`config.mk`:
```
export PLATFORM = sky130hd
export DESIGN_NAME = alu_ctrl_seq
export DESIGN_NICKNAME = d
export VERILOG_FILES = /design/src/rtl/alu_ctrl_pkg.sv /design/src/rtl/alu_ctrl_dec.sv /design/src/rtl/alu_ctrl_seq.sv
export SDC_FILE = /design/constraint.sdc
export NUM_CORES = 1
export LEC_CHECK = 0
export ABC_AREA = 1
export BUFFER_PORTS_ARGS = -buffer_cell sky130_fd_sc_hd__buf_4
export CAP_MARGIN = 30
export CORE_AREA = 2 2 46 48
export DETAILED_ROUTE_END_ITERATION = 12
export DIE_AREA = 0 0 48 50
export HOLD_SLACK_MARGIN = 0.02
export PLACE_DENSITY = 0.78
export SLEW_MARGIN = 10
export SYNTH_ARGS = -nofsm -noshare
export SYNTH_HDL_FRONTEND = slang
export SYNTH_SLANG_ARGS = --single-unit
```
`constraint.sdc`:
```
create_clock -name clk_i -period 2.34 [get_ports clk_i]
set_clock_uncertainty 0.1 [all_clocks]
set_input_delay 0.351 -clock clk_i [delete_from_list [all_inputs] [get_ports clk_i]]
set_output_delay 0.351 -clock clk_i [all_outputs]
set_load 0.03 [all_outputs]
```
`src/rtl/alu_ctrl_pkg.sv`:
```
// alu_ctrl_pkg: ALU control codes, ALUOp classes, funct codes, mul/div op and FSM encodings.
package alu_ctrl_pkg;
    localparam logic [3:0] C_AND  = 4'd0,  C_OR   = 4'd1,  C_ADD  = 4'd2,  C_SUB  = 4'd3;
    localparam logic [3:0] C_SLT  = 4'd4,  C_SLL  = 4'd5,  C_SLLV = 4'd6,  C_BEQ  = 4'd7;
    localparam logic [3:0] C_LUI  = 4'd8,  C_ORI  = 4'd9,  C_BNE  = 4'd10, C_DEF  = 4'd11;
    localparam logic [3:0] C_MD   = 4'd12, C_SRL  = 4'd13, C_SRA  = 4'd14, C_NOR  = 4'd15;
    localparam logic [2:0] OP_DEF = 3'd0, OP_R   = 3'd1, OP_ADD = 3'd2, OP_SLT = 3'd3;
    localparam logic [2:0] OP_BEQ = 3'd4, OP_LUI = 3'd5, OP_ORI = 3'd6, OP_BNE = 3'd7;
    localparam logic [5:0] F_SLL  = 6'd0,  F_SRL   = 6'd2,  F_SRA = 6'd3,  F_SLLV = 6'd4;
    localparam logic [5:0] F_MULT = 6'd24, F_MULTU = 6'd25, F_DIV = 6'd26, F_DIVU = 6'd27;
    localparam logic [5:0] F_ADD  = 6'd32, F_SUB   = 6'd34, F_AND = 6'd36, F_OR   = 6'd37;
    localparam logic [5:0] F_NOR  = 6'd39, F_SLT   = 6'd42;
    typedef enum logic [1:0] {MD_MULT, MD_MULTU, MD_DIV, MD_DIVU} md_op_e;
    typedef enum logic [1:0] {S_IDLE, S_MD_RUN, S_MD_DONE} state_e;
endpackage

```
`src/rtl/alu_ctrl_dec.sv`:
```
// alu_ctrl_dec: combinational (ALUOp, funct) -> ALU code, mul/div flag and op.
// ALU_CTRL_ERR_EN: illegal R-type funct decodes to DEFAULT and raises illegal_o.
module alu_ctrl_dec
    import alu_ctrl_pkg::*;
#(
    parameter int ALUOP_W = 3,
    parameter int FUNCT_W = 6,
    parameter int CTRL_W  = 4
) (
    input  logic [ALUOP_W-1:0] aluop_i,
    input  logic [FUNCT_W-1:0] funct_i,
    output logic [CTRL_W-1:0]  code_o,
    output logic               is_md_o,
    output logic [1:0]         md_op_o
`ifdef ALU_CTRL_ERR_EN
    ,
    output logic               illegal_o
`endif
);
    always_comb begin
        code_o  = C_DEF;
        is_md_o = 1'b0;
        md_op_o = funct_i[1:0];
`ifdef ALU_CTRL_ERR_EN
        illegal_o = 1'b0;
`endif
        case (aluop_i)
            OP_R: case (funct_i)
                F_ADD:  code_o = C_ADD;
                F_SUB:  code_o = C_SUB;
                F_AND:  code_o = C_AND;
                F_OR:   code_o = C_OR;
                F_NOR:  code_o = C_NOR;
                F_SLT:  code_o = C_SLT;
                F_SLL:  code_o = C_SLL;
                F_SRL:  code_o = C_SRL;
                F_SRA:  code_o = C_SRA;
                F_SLLV: code_o = C_SLLV;
                F_MULT, F_MULTU, F_DIV, F_DIVU: begin
                    code_o  = C_MD;
                    is_md_o = 1'b1;
                end
                default: begin
`ifdef ALU_CTRL_ERR_EN
                    code_o    = C_DEF;
                    illegal_o = 1'b1;
`else
                    code_o = C_SLLV;
`endif
                end
            endcase
            OP_ADD:  code_o = C_ADD;
            OP_SLT:  code_o = C_SLT;
            OP_BEQ:  code_o = C_BEQ;
            OP_LUI:  code_o = C_LUI;
            OP_ORI:  code_o = C_ORI;
            OP_BNE:  code_o = C_BNE;
            default: code_o = C_DEF;
        endcase
    end
endmodule

```
`src/rtl/alu_ctrl_seq.sv`:
```
// alu_ctrl_seq: registered ALU control decode with valid/ready and a mul/div step sequencer.
// ALU_CTRL_ERR_EN adds err_o, pulsed with valid_o for an illegal R-type funct.
module alu_ctrl_seq
    import alu_ctrl_pkg::*;
#(
    parameter int ALUOP_W   = 3,
    parameter int FUNCT_W   = 6,
    parameter int CTRL_W    = 4,
    parameter int MD_CYCLES = 32,
    parameter int CNT_W     = $clog2(MD_CYCLES + 1)
) (
    input  logic               clk_i,
    input  logic               rst_i,
    input  logic               valid_i,
    output logic               ready_o,
    input  logic [ALUOP_W-1:0] ALUOp_i,
    input  logic [FUNCT_W-1:0] funct_i,
    output logic               valid_o,
    output logic [CTRL_W-1:0]  ALUCtrl_o,
    output logic               md_start_o,
    output logic [1:0]         md_op_o,
    output logic               md_step_o,
    output logic               md_done_o,
    output logic               busy_o
`ifdef ALU_CTRL_ERR_EN
    ,
    output logic               err_o
`endif
);
    state_e              state_q, state_d;
    logic [CNT_W-1:0]    cnt_q, cnt_d;
    logic                valid_q, valid_d, start_q, start_d;
    logic [CTRL_W-1:0]   ctrl_q, ctrl_d;
    logic [1:0]          op_q, op_d;
    logic [CTRL_W-1:0]   dec_code;
    logic                dec_md;
    logic [1:0]          dec_op;
`ifdef ALU_CTRL_ERR_EN
    logic                err_q, err_d, dec_ill;
`endif

    alu_ctrl_dec #(.ALUOP_W(ALUOP_W), .FUNCT_W(FUNCT_W), .CTRL_W(CTRL_W)) u_dec (
        .aluop_i  (ALUOp_i),
        .funct_i  (funct_i),
        .code_o   (dec_code),
        .is_md_o  (dec_md),
        .md_op_o  (dec_op)
`ifdef ALU_CTRL_ERR_EN
        ,
        .illegal_o(dec_ill)
`endif
    );

    always_comb begin
        state_d = state_q;
        cnt_d   = cnt_q;
        valid_d = 1'b0;
        start_d = 1'b0;
        ctrl_d  = ctrl_q;
        op_d    = op_q;
`ifdef ALU_CTRL_ERR_EN
        err_d = 1'b0;
`endif
        case (state_q)
            S_IDLE: if (valid_i) begin
                valid_d = 1'b1;
                ctrl_d  = dec_code;
`ifdef ALU_CTRL_ERR_EN
                err_d = dec_ill;
`endif
                if (dec_md) begin
                    state_d = S_MD_RUN;
                    start_d = 1'b1;
                    op_d    = dec_op;
                    cnt_d   = CNT_W'(MD_CYCLES);
                end
            end
            // the start cycle loads operands; stepping begins the cycle after
            S_MD_RUN: if (!start_q) begin
                cnt_d   = cnt_q - CNT_W'(1);
                state_d = (cnt_q == CNT_W'(1)) ? S_MD_DONE : S_MD_RUN;
            end
            default: state_d = S_IDLE;
        endcase
    end

    always_ff @(posedge clk_i or negedge rst_i) begin
        if (!rst_i) begin
            state_q <= S_IDLE;
            cnt_q   <= '0;
            valid_q <= 1'b0;
            start_q <= 1'b0;
            ctrl_q  <= '0;
            op_q    <= '0;
`ifdef ALU_CTRL_ERR_EN
            err_q <= 1'b0;
`endif
        end else begin
            state_q <= state_d;
            cnt_q   <= cnt_d;
            valid_q <= valid_d;
            start_q <= start_d;
            ctrl_q  <= ctrl_d;
            op_q    <= op_d;
`ifdef ALU_CTRL_ERR_EN
            err_q <= err_d;
`endif
        end
    end

    assign ready_o    = state_q == S_IDLE;
    assign valid_o    = valid_q;
    assign ALUCtrl_o  = ctrl_q;
    assign md_start_o = start_q;
    assign md_op_o    = op_q;
    assign md_step_o  = (state_q == S_MD_RUN) && !start_q;
    assign md_done_o  = state_q == S_MD_DONE;
    assign busy_o     = state_q != S_IDLE;
`ifdef ALU_CTRL_ERR_EN
    assign err_o = err_q;
`endif
endmodule
```
==> impl_results.md, run 1 <==
* CTS tree: built
* CP Capture Point: md_step_o
* Final min period at approximately 1800 ps
* Antenna violations before repair at 0
* Crit path kind: reg2out
* Worst Path Max Fanout at 3
* I/O pins at 24
* Power Internal at 562 µW
* Post-DP Area at between 1000 and 1500 µm²
* Setup Fix Bufs, Post-CTS at 0
* TritonRoute pass-1 iters at 4
* Comb pwr share at 42.7%
* Die width at between 40 and 50 µm
* Outcome: completed
* H-tree Lvls at 1
* Synth warn at 0
* Share of layout cells above drive strength 1 at roughly 22%
* 1st-iter DRT viols at 24
* Commonest non-fill, non-tap cell in the layout: inv_1
* Post-synthesis sequential area ratio at 40.5%
* Pwr dens at 766 nW/µm²
* Maximum clock rate at between 500 and 600 MHz
* Hold buffer count at cts at 1
* Crit. Startpoint: state_q[0]
* Peak VDD IR at between 300 and 400 µV
* Die area at approximately 2400 µm²
* DPL Wire Length at roughly 1600 µm
* Vias post-DR at approximately 900
* Later-pin clock latency in the skew report at approximately 270 ps
* Worst-path clk slew at 90 ps
* Vias in the first global route at 844
* Synthesized Nets at 150
* Internal reg-to-reg setup slack at a little over 800 ps
* Clock Tree Buf Depth at 2
* WL final at around 1900 µm
* Final setup margin at ~570 ps
* CTS Buf Count at 3
* CP Capture Type: output port
* Crit path launch type: flop
* Switching pwr at ~380 µW
* Routed length per instance at 9.79 µm
* Hold_ws at around 280 ps
* GRT Residual Overflow at 0
* Area Growth Syn to Fin at 24.2%
* Routability Congestion at approximately 0.89
* Final worst path period share at about three quarters
* First-pass GRT wire length at around 3200 µm
* DR DRC count at 0
* Rel. slew slack at roughly 81%
* Die Ht at roughly 50 µm
* Inserted Diodes at 0
* Detail Route Antenna Nets at 0
* Clock power frac at between 10% and 20%
* Cts repair resizes at 0
* Core Box Area at approximately 1900 µm²
* Nets@finish at about 180
* Max-Cap Viols at 0
* PortBufs at 23
* Syn avg cell area at approximately 7.3 µm²
* Post-route cell area at between 1000 and 1500 µm²
* Pre-CTS setup slack at approximately 690 ps
* Hold Crit Class: in2reg
* Final Max Slew Viols at 0
* Vias/cell at 4.79
* Fin. Hold Viols at 0
* Number of distinct library cells after synthesis at 23
* Slew @ Worst Pin at roughly 290 ps
* Reg power frac at a little over two fifths
* Std-Cell Rows at 16
* Final setup fails at 0
* Most frequent cells in the layout: 27 x inv_1, 25 x nand2_1, 23 x buf_4
* CP arrival at ~1300 ps
* Gr usage total at between 10% and 20%
* Leakage at 0.664 nW
* Setup TNS at 0 ps
* FF-to-FF path depth at 10
* Yosys reg bits at 16
* RSZ-0062 raised after global routing: false
* RR Startpoint: state_q[0]
* Clock Tree Root: clkbuf_4
* Largest net degree at the start of global routing at 17
* Initial Utilization at roughly half
* Syn Std Cell Area at around 990 µm²
* Switch share at 40.3%
* Syn Inst Count at 136
* Crit Reg-Reg Endpoint: cnt_q[5]
* Data required, critical path at 1890 ps
* CTS Sinks at 16
==> stage by stage <==
stage	instances	util [%]	power (mW)
final	190	64.5	0.940
after global routing	190	64.5	1.03
after CTS	190	64.5	0.956
after detailed placement	186	62.8	0.814
after global placement	186	62.8	0.803
after floorplan	136	-	0.683
==> flip-flops by register name (all words and copies together), names as in the netlist <==
| name | cells |
|---|---|
| ALUCtrl_o | 4 |
| cnt_q | 6 |
| md_op_o | 2 |
| md_start_o | 1 |
| state_q | 2 |
| valid_o | 1 |
==> cell families after synthesis <==
| group | after synthesis | share of synthesized area (%) |
|---|---|---|
| AOI/OAI and AO/OA | 20 | 10.5 |
| buffers and inverters | 29 | 11.0 |
| DFF | 16 | 40.5 |
| adders and majority gates | 2 | 2.53 |
| and+or+nand+nor | 69 | 35.4 |
==> power groups by stage <==
stage | Combinational [mW] | Sequential (mW) | Clock [mW]
3_3_place_gp | 0.398 | 0.404 | 0
3_5_place_dp | 0.407 | 0.407 | 0
2_1_floorplan | 0.241 | 0.442 | 0
6_report | 0.402 | 0.400 | 0.139
5_1_grt | 0.453 | 0.411 | 0.161
4_1_cts | 0.408 | 0.401 | 0.147
==> worst min-delay path by stage <==
stage	from	to	slack, ps	depth (start not counted)
after floorplan	rst_i	ALUCtrl_o[0]	-40	0
after global placement	rst_i	cnt_q[1]	120	1
after detailed placement	rst_i	cnt_q[0]	130	1
after CTS	ALUOp_i[2]	ALUCtrl_o[0]	270	3
after global routing	ALUOp_i[1]	ALUCtrl_o[1]	270	4
final	ALUOp_i[2]	ALUCtrl_o[0]	280	3
==> critical path: stages (launching register included) <==
cell	delay [ps]
dfrtp_1	370
inv_2	70
nor2_2	90
inv_1	40
or2_4	240
inv_1	70
buf_4	150
==> synthesized netlist by cell type <==
cell | instances | area share (%)
or2_0 | 1 | 0.63
o21ai_0 | 9 | 4.6
inv_2 | 2 | 0.76
ha_1 | 2 | 2.5
and3_1 | 1 | 0.63
inv_1 | 27 | 10
nor2_4 | 1 | 1.1
nor2_8 | 1 | 2.0
o22ai_1 | 2 | 1.3
nand2_1 | 25 | 9.5
dfrtp_1 | 16 | 41
nor4_1 | 1 | 0.63
nand2_4 | 2 | 2.3
nand3_1 | 12 | 6.1
or2_4 | 1 | 0.89
a31oi_1 | 1 | 0.63
nor2_1 | 18 | 6.8
nand3_4 | 1 | 1.8
a21oi_1 | 8 | 4.1
nand4_1 | 2 | 1.3
nand2_2 | 1 | 0.63
nor3_1 | 1 | 0.51
nor2_2 | 1 | 0.63
==> area by class of cell <==
class,count,area [µm²]
Inverter,29,109
Timing Repair Buffer,24,183
Sequential cell,16,400
Fill cell,176,674
Tap cell,27,33.8
Clock buffer,3,22.5
Multi-Input combinational cell,91,479
==> routing by layer <==
metal	share of wire [%]	up-vias	routed length [µm]	track usage, %
met5	0	-	0	0
met1	44	401	818	22.8
met3	3.6	2	67	2.20
met4	0.86	0	16	8.11
li1	-	484	-	-
met2	52	24	959	30.4
(Power assumes the default switching activity.)
==> run 2, diff against run 1 <==
Settings changed: ABC_AREA 1 to 0, PLACE_DENSITY 0.78 to 0.74.
Clock period 2.34 ns to 1.8 ns, I/O delays scaled along.
==> run 2 against run 1 <==
  * Sequential cell count did not move
  * Count of clock-buffer cells in the layout rose by 1
  * Setup slack got worse by 500 ps
  * Global-route usage fell by 0.83 points
  * Sequential share of layout area rose by 0.54 points
  * Total power rose by 82%
  * Cell count fell by 18%
  * Wire length rose by 3.5%
  * Clock power rose by 71%
  * Critical path depth fell by 3
  * Critical path type unchanged
  * Largest cell class unchanged
  * Largest power group unchanged
==> impl_results.md, run 2 <==
* Maximum clock rate at 580 MHz
* Crit path launch type: flop (unchanged)
* Data required, critical path at 1430 ps (was 1890 ps)
* H-tree Lvls at 1 (unchanged)
* Peak VDD IR at 991 µV (was 353 µV)
* 1st-iter DRT viols at 13 (was 24)
* RSZ-0062 raised after global routing: false (unchanged)
* Pwr dens at 1420 nW/µm² (was 766 nW/µm²)
* Worst hold path startpoint: ALUOp_i[2] (unchanged)
* Routed length per instance at 12.4 µm (was 9.79 µm)
* Vias/cell at 5.04 (was 4.79)
* Vias post-DR at 786 (was 911)
* Die Ht at 50 µm (unchanged)
* Final min period at roughly 1700 ps
* Most numerous cell in the Yosys netlist: dfrtp_1 (was inv_1)
* Rel. slew slack at 79.2% (was 80.7%)
* RR Startpoint: md_start_o (was state_q[0])
* Std-Cell Rows at 16 (unchanged)
* FFs w/ async S/R, synth at 100% (unchanged)
* Filler cell count at 166 (was 176)
* Post-synthesis sequential area ratio at 44.2% (was 40.5%)
* TritonRoute pass-1 iters at 4 (unchanged)
* Crit path kind: reg2out (unchanged)
* Slowest cell on crit path: or3b_4 (was dfrtp_1)
* DPL Wire Length at 1380 µm (was 1570 µm)
* DR DRC count at 0 (unchanged)
* FF-to-FF path depth at 5 (was 10)
* Synthesized Nets at 111 (was 150)
* Area Growth Syn to Fin at 33.3% (was 24.2%)
* Final setup fails at 0 (unchanged)
* Commonest non-fill, non-tap cell in the layout: buf_4 (was inv_1)
* Syn avg cell area at 9.34 µm² (was 7.27 µm²)
* Max stage delay on crit path at 450 ps (was 370 ps)
* Clock Tree Root: clkbuf_4 (unchanged)
* Hold Path Depth at 2 (was 3)
* Ys flop type: dfrtp_1 (unchanged)
* GRT Residual Overflow at 0 (unchanged)
* CP Capture Type: output port (unchanged)
* Pre-CTS setup slack at 160 ps (was 694 ps)
* Power Total at 1.72 mW (was 940 µW)
* Max-Cap Viols at 0 (unchanged)
* Final Max Slew Viols at 0 (unchanged)
* Hold worst-path end: ALUCtrl_o[1] (was ALUCtrl_o[0])
* Die width at 48 µm (unchanged)
* First-pass GRT wire length at 3060 µm (was 3190 µm)
* Area contributors post-synth: dfrtp_1 44%, nand2_1 6.2%, nor2_1 5.0% (was dfrtp_1 41%, inv_1 10%, nand2_1 9.5%)
* Final setup margin at 77.0 ps (was 573 ps)
* Post-DP Area at 1120 µm² (was 1190 µm²)
* Outcome: completed (unchanged)
* Worst Path Max Fanout at 5 (was 3)
* Max FFs per register at 6 (unchanged)
* Fin. Hold Viols at 0 (unchanged)
* Worst-path clk slew at 100 ps (was 90 ps)
* Setup TNS at 0 ps (unchanged)
* Detail Route Antenna Nets at 0 (unchanged)
* Yosys reg bits at 16 (unchanged)
* Routability Congestion at 0.804 (was 0.893)
* Die area at 2400 µm² (unchanged)
* Yosys top cell area share at 44.2% (was 40.5%)
* Synth warn at 0 (unchanged)
* CP arrival at 1350 ps (was 1320 ps)
* CTS tree: built (unchanged)
* CTS Sinks at 16 (unchanged)
* Initial Utilization at 47.6% (was 52.0%)
* Largest net degree at the start of global routing at 17 (unchanged)
* WL final at 1930 µm (was 1860 µm)
* I/O pins at 24 (unchanged)
* Most frequent cells in the layout: 27 x buf_4, 16 x dfrtp_1, 15 x nand2_1 (was 27 x inv_1, 25 x nand2_1, 23 x buf_4)
* Core Box Area at 1900 µm² (unchanged)
* Later-pin clock latency in the skew report at 280 ps (was 270 ps)
* Vias in the first global route at 750 (was 844)
* Synth top cells by count: 16 x dfrtp_1, 15 x nand2_1, 12 x nor2_1 (was 27 x inv_1, 25 x nand2_1, 18 x nor2_1)
* Nets@finish at 144 (was 179)
* Clock Tree Buf Depth at 2 (unchanged)
* Number of synthesized flops with an enable pin at 0 (unchanged)
* Post-route cell area at 1210 µm² (was 1230 µm²)
* Antenna violations before repair at 0 (unchanged)
* Slew @ Worst Pin at 308 ps (was 287 ps)
* PortBufs at 23 (unchanged)
* Syn Std Cell Area at 906 µm² (was 988 µm²)
* Number of distinct library cells after synthesis at 38 (was 23)
* Hold Crit Class: in2reg (unchanged)
* Gr usage total at 17.6% (was 18.4%)
* Internal reg-to-reg setup slack at 160 ps (was 810 ps)
* Largest register by flop count: cnt_q (unchanged)
* Leakage at 0.595 nW (was 0.664 nW)
* CP Cell Sequence: or3b_4, inv_4, buf_6 (was inv_2, nor2_2, inv_1, or2_4, inv_1, buf_4)
* Syn Inst Count at 97 (was 136)
* Final worst path period share at a little over nine tenths
* Inserted Diodes at 0 (unchanged)
* Post-synth top area cell: dfrtp_1 (unchanged)
* CTS Buf Count at 3 (unchanged)
* Share of layout cells above drive strength 1 at 32.6% (was 22.1%)
* Crit Reg-Reg Endpoint: cnt_q[5] (unchanged)
[run 2: cell types whose count changed after synthesis, sizes merged, moves of 4 or more]
cell   previous run  this run
a21oi             8         4
inv              29         6
nand2            28        15
nand3            13         3
nor2             21        13
o21ai             9         5
[run 2: layout make-up]
cell class	instances	area (µm²)	share of cell area, %
Clock buffer	4	36.3	3.01
Tap cell	27	33.8	2.80
Sequential cell	16	400	33.2
Inverter	7	30.0	2.49
Multi-Input combinational cell	73	483	40.0
Timing Repair Buffer	29	224	18.5
[run 2: timing repair]
| action | 4_1_cts | 5_1_grt |
|---|---|---|
| endpoints found under the hold margin | 16 | 0 |
| resized for setup | 0 | 3 |
| buffers inserted | 2 | 2 |
| hold buffers | 1 | 0 |
| setup endpoints to repair | 1 | 4 |
| pin swaps | 0 | 1 |
[run 2: worst max path at each step]
stage          startpoint   endpoint  cells after the start
2_1_floorplan  md_start_o   cnt_q[0]                      4
4_1_cts        md_start_o  md_step_o                      3
6_report       md_start_o  md_step_o                      3
3_3_place_gp   state_q[0]   cnt_q[0]                      5
5_1_grt        md_start_o  md_step_o                      3
3_5_place_dp   state_q[0]   cnt_q[0]                      5
[run 2: logic make-up (layout without fill, tap and decap cells)]
logic type      Yosys count  count (layout)  share of synthesized area, %
compound gates           17              17                          12.0
simple gates             46              46                          28.9
buf+inv                   8              40                          3.45
xor+xnor                  5               5                          4.84
flops                    16              16                          44.2
mux                       3               3                          3.87
fa+ha+maj                 2               2                          2.76
[run 2: per-layer routing]
metal | track usage (%) | share of wire (%) | vias to the layer above
met1 | 22.4 | 44 | 360
met3 | 4.03 | 3.9 | 4
met5 | 0 | 0 | -
met2 | 28.2 | 51 | 20
li1 | - | - | 402
met4 | 5.86 | 0.88 | 0
[run 2: power breakdown]
| part | internal (mW) | total, mW | leakage [nW] | switching, mW |
|---|---|---|---|---|
| sequential | 0.495 | 0.597 | 0.198 | 0.102 |
| clock | 0.123 | 0.238 | 0.0210 | 0.115 |
| combinational | 0.396 | 0.881 | 0.376 | 0.485 |
[run 2: worst max-delay path, delay by kind of cell, from the launching register on]
kind                   cells  cell delay [ps]
and+or+nand+nor            1              450
DFF                        1              410
buffers and inverters      2              200
[run 2: stage by stage]
stage / util [%] / hold WS, ps / std cells
3_5_place_dp: 58.7 / 41.4 / 147
4_1_cts: 61.9 / 95.8 / 154
3_3_place_gp: 58.7 / 39.1 / 147
2_1_floorplan: - / -126 / 97
5_1_grt: 63.5 / 86.4 / 156
6_report: 63.5 / 104 / 156
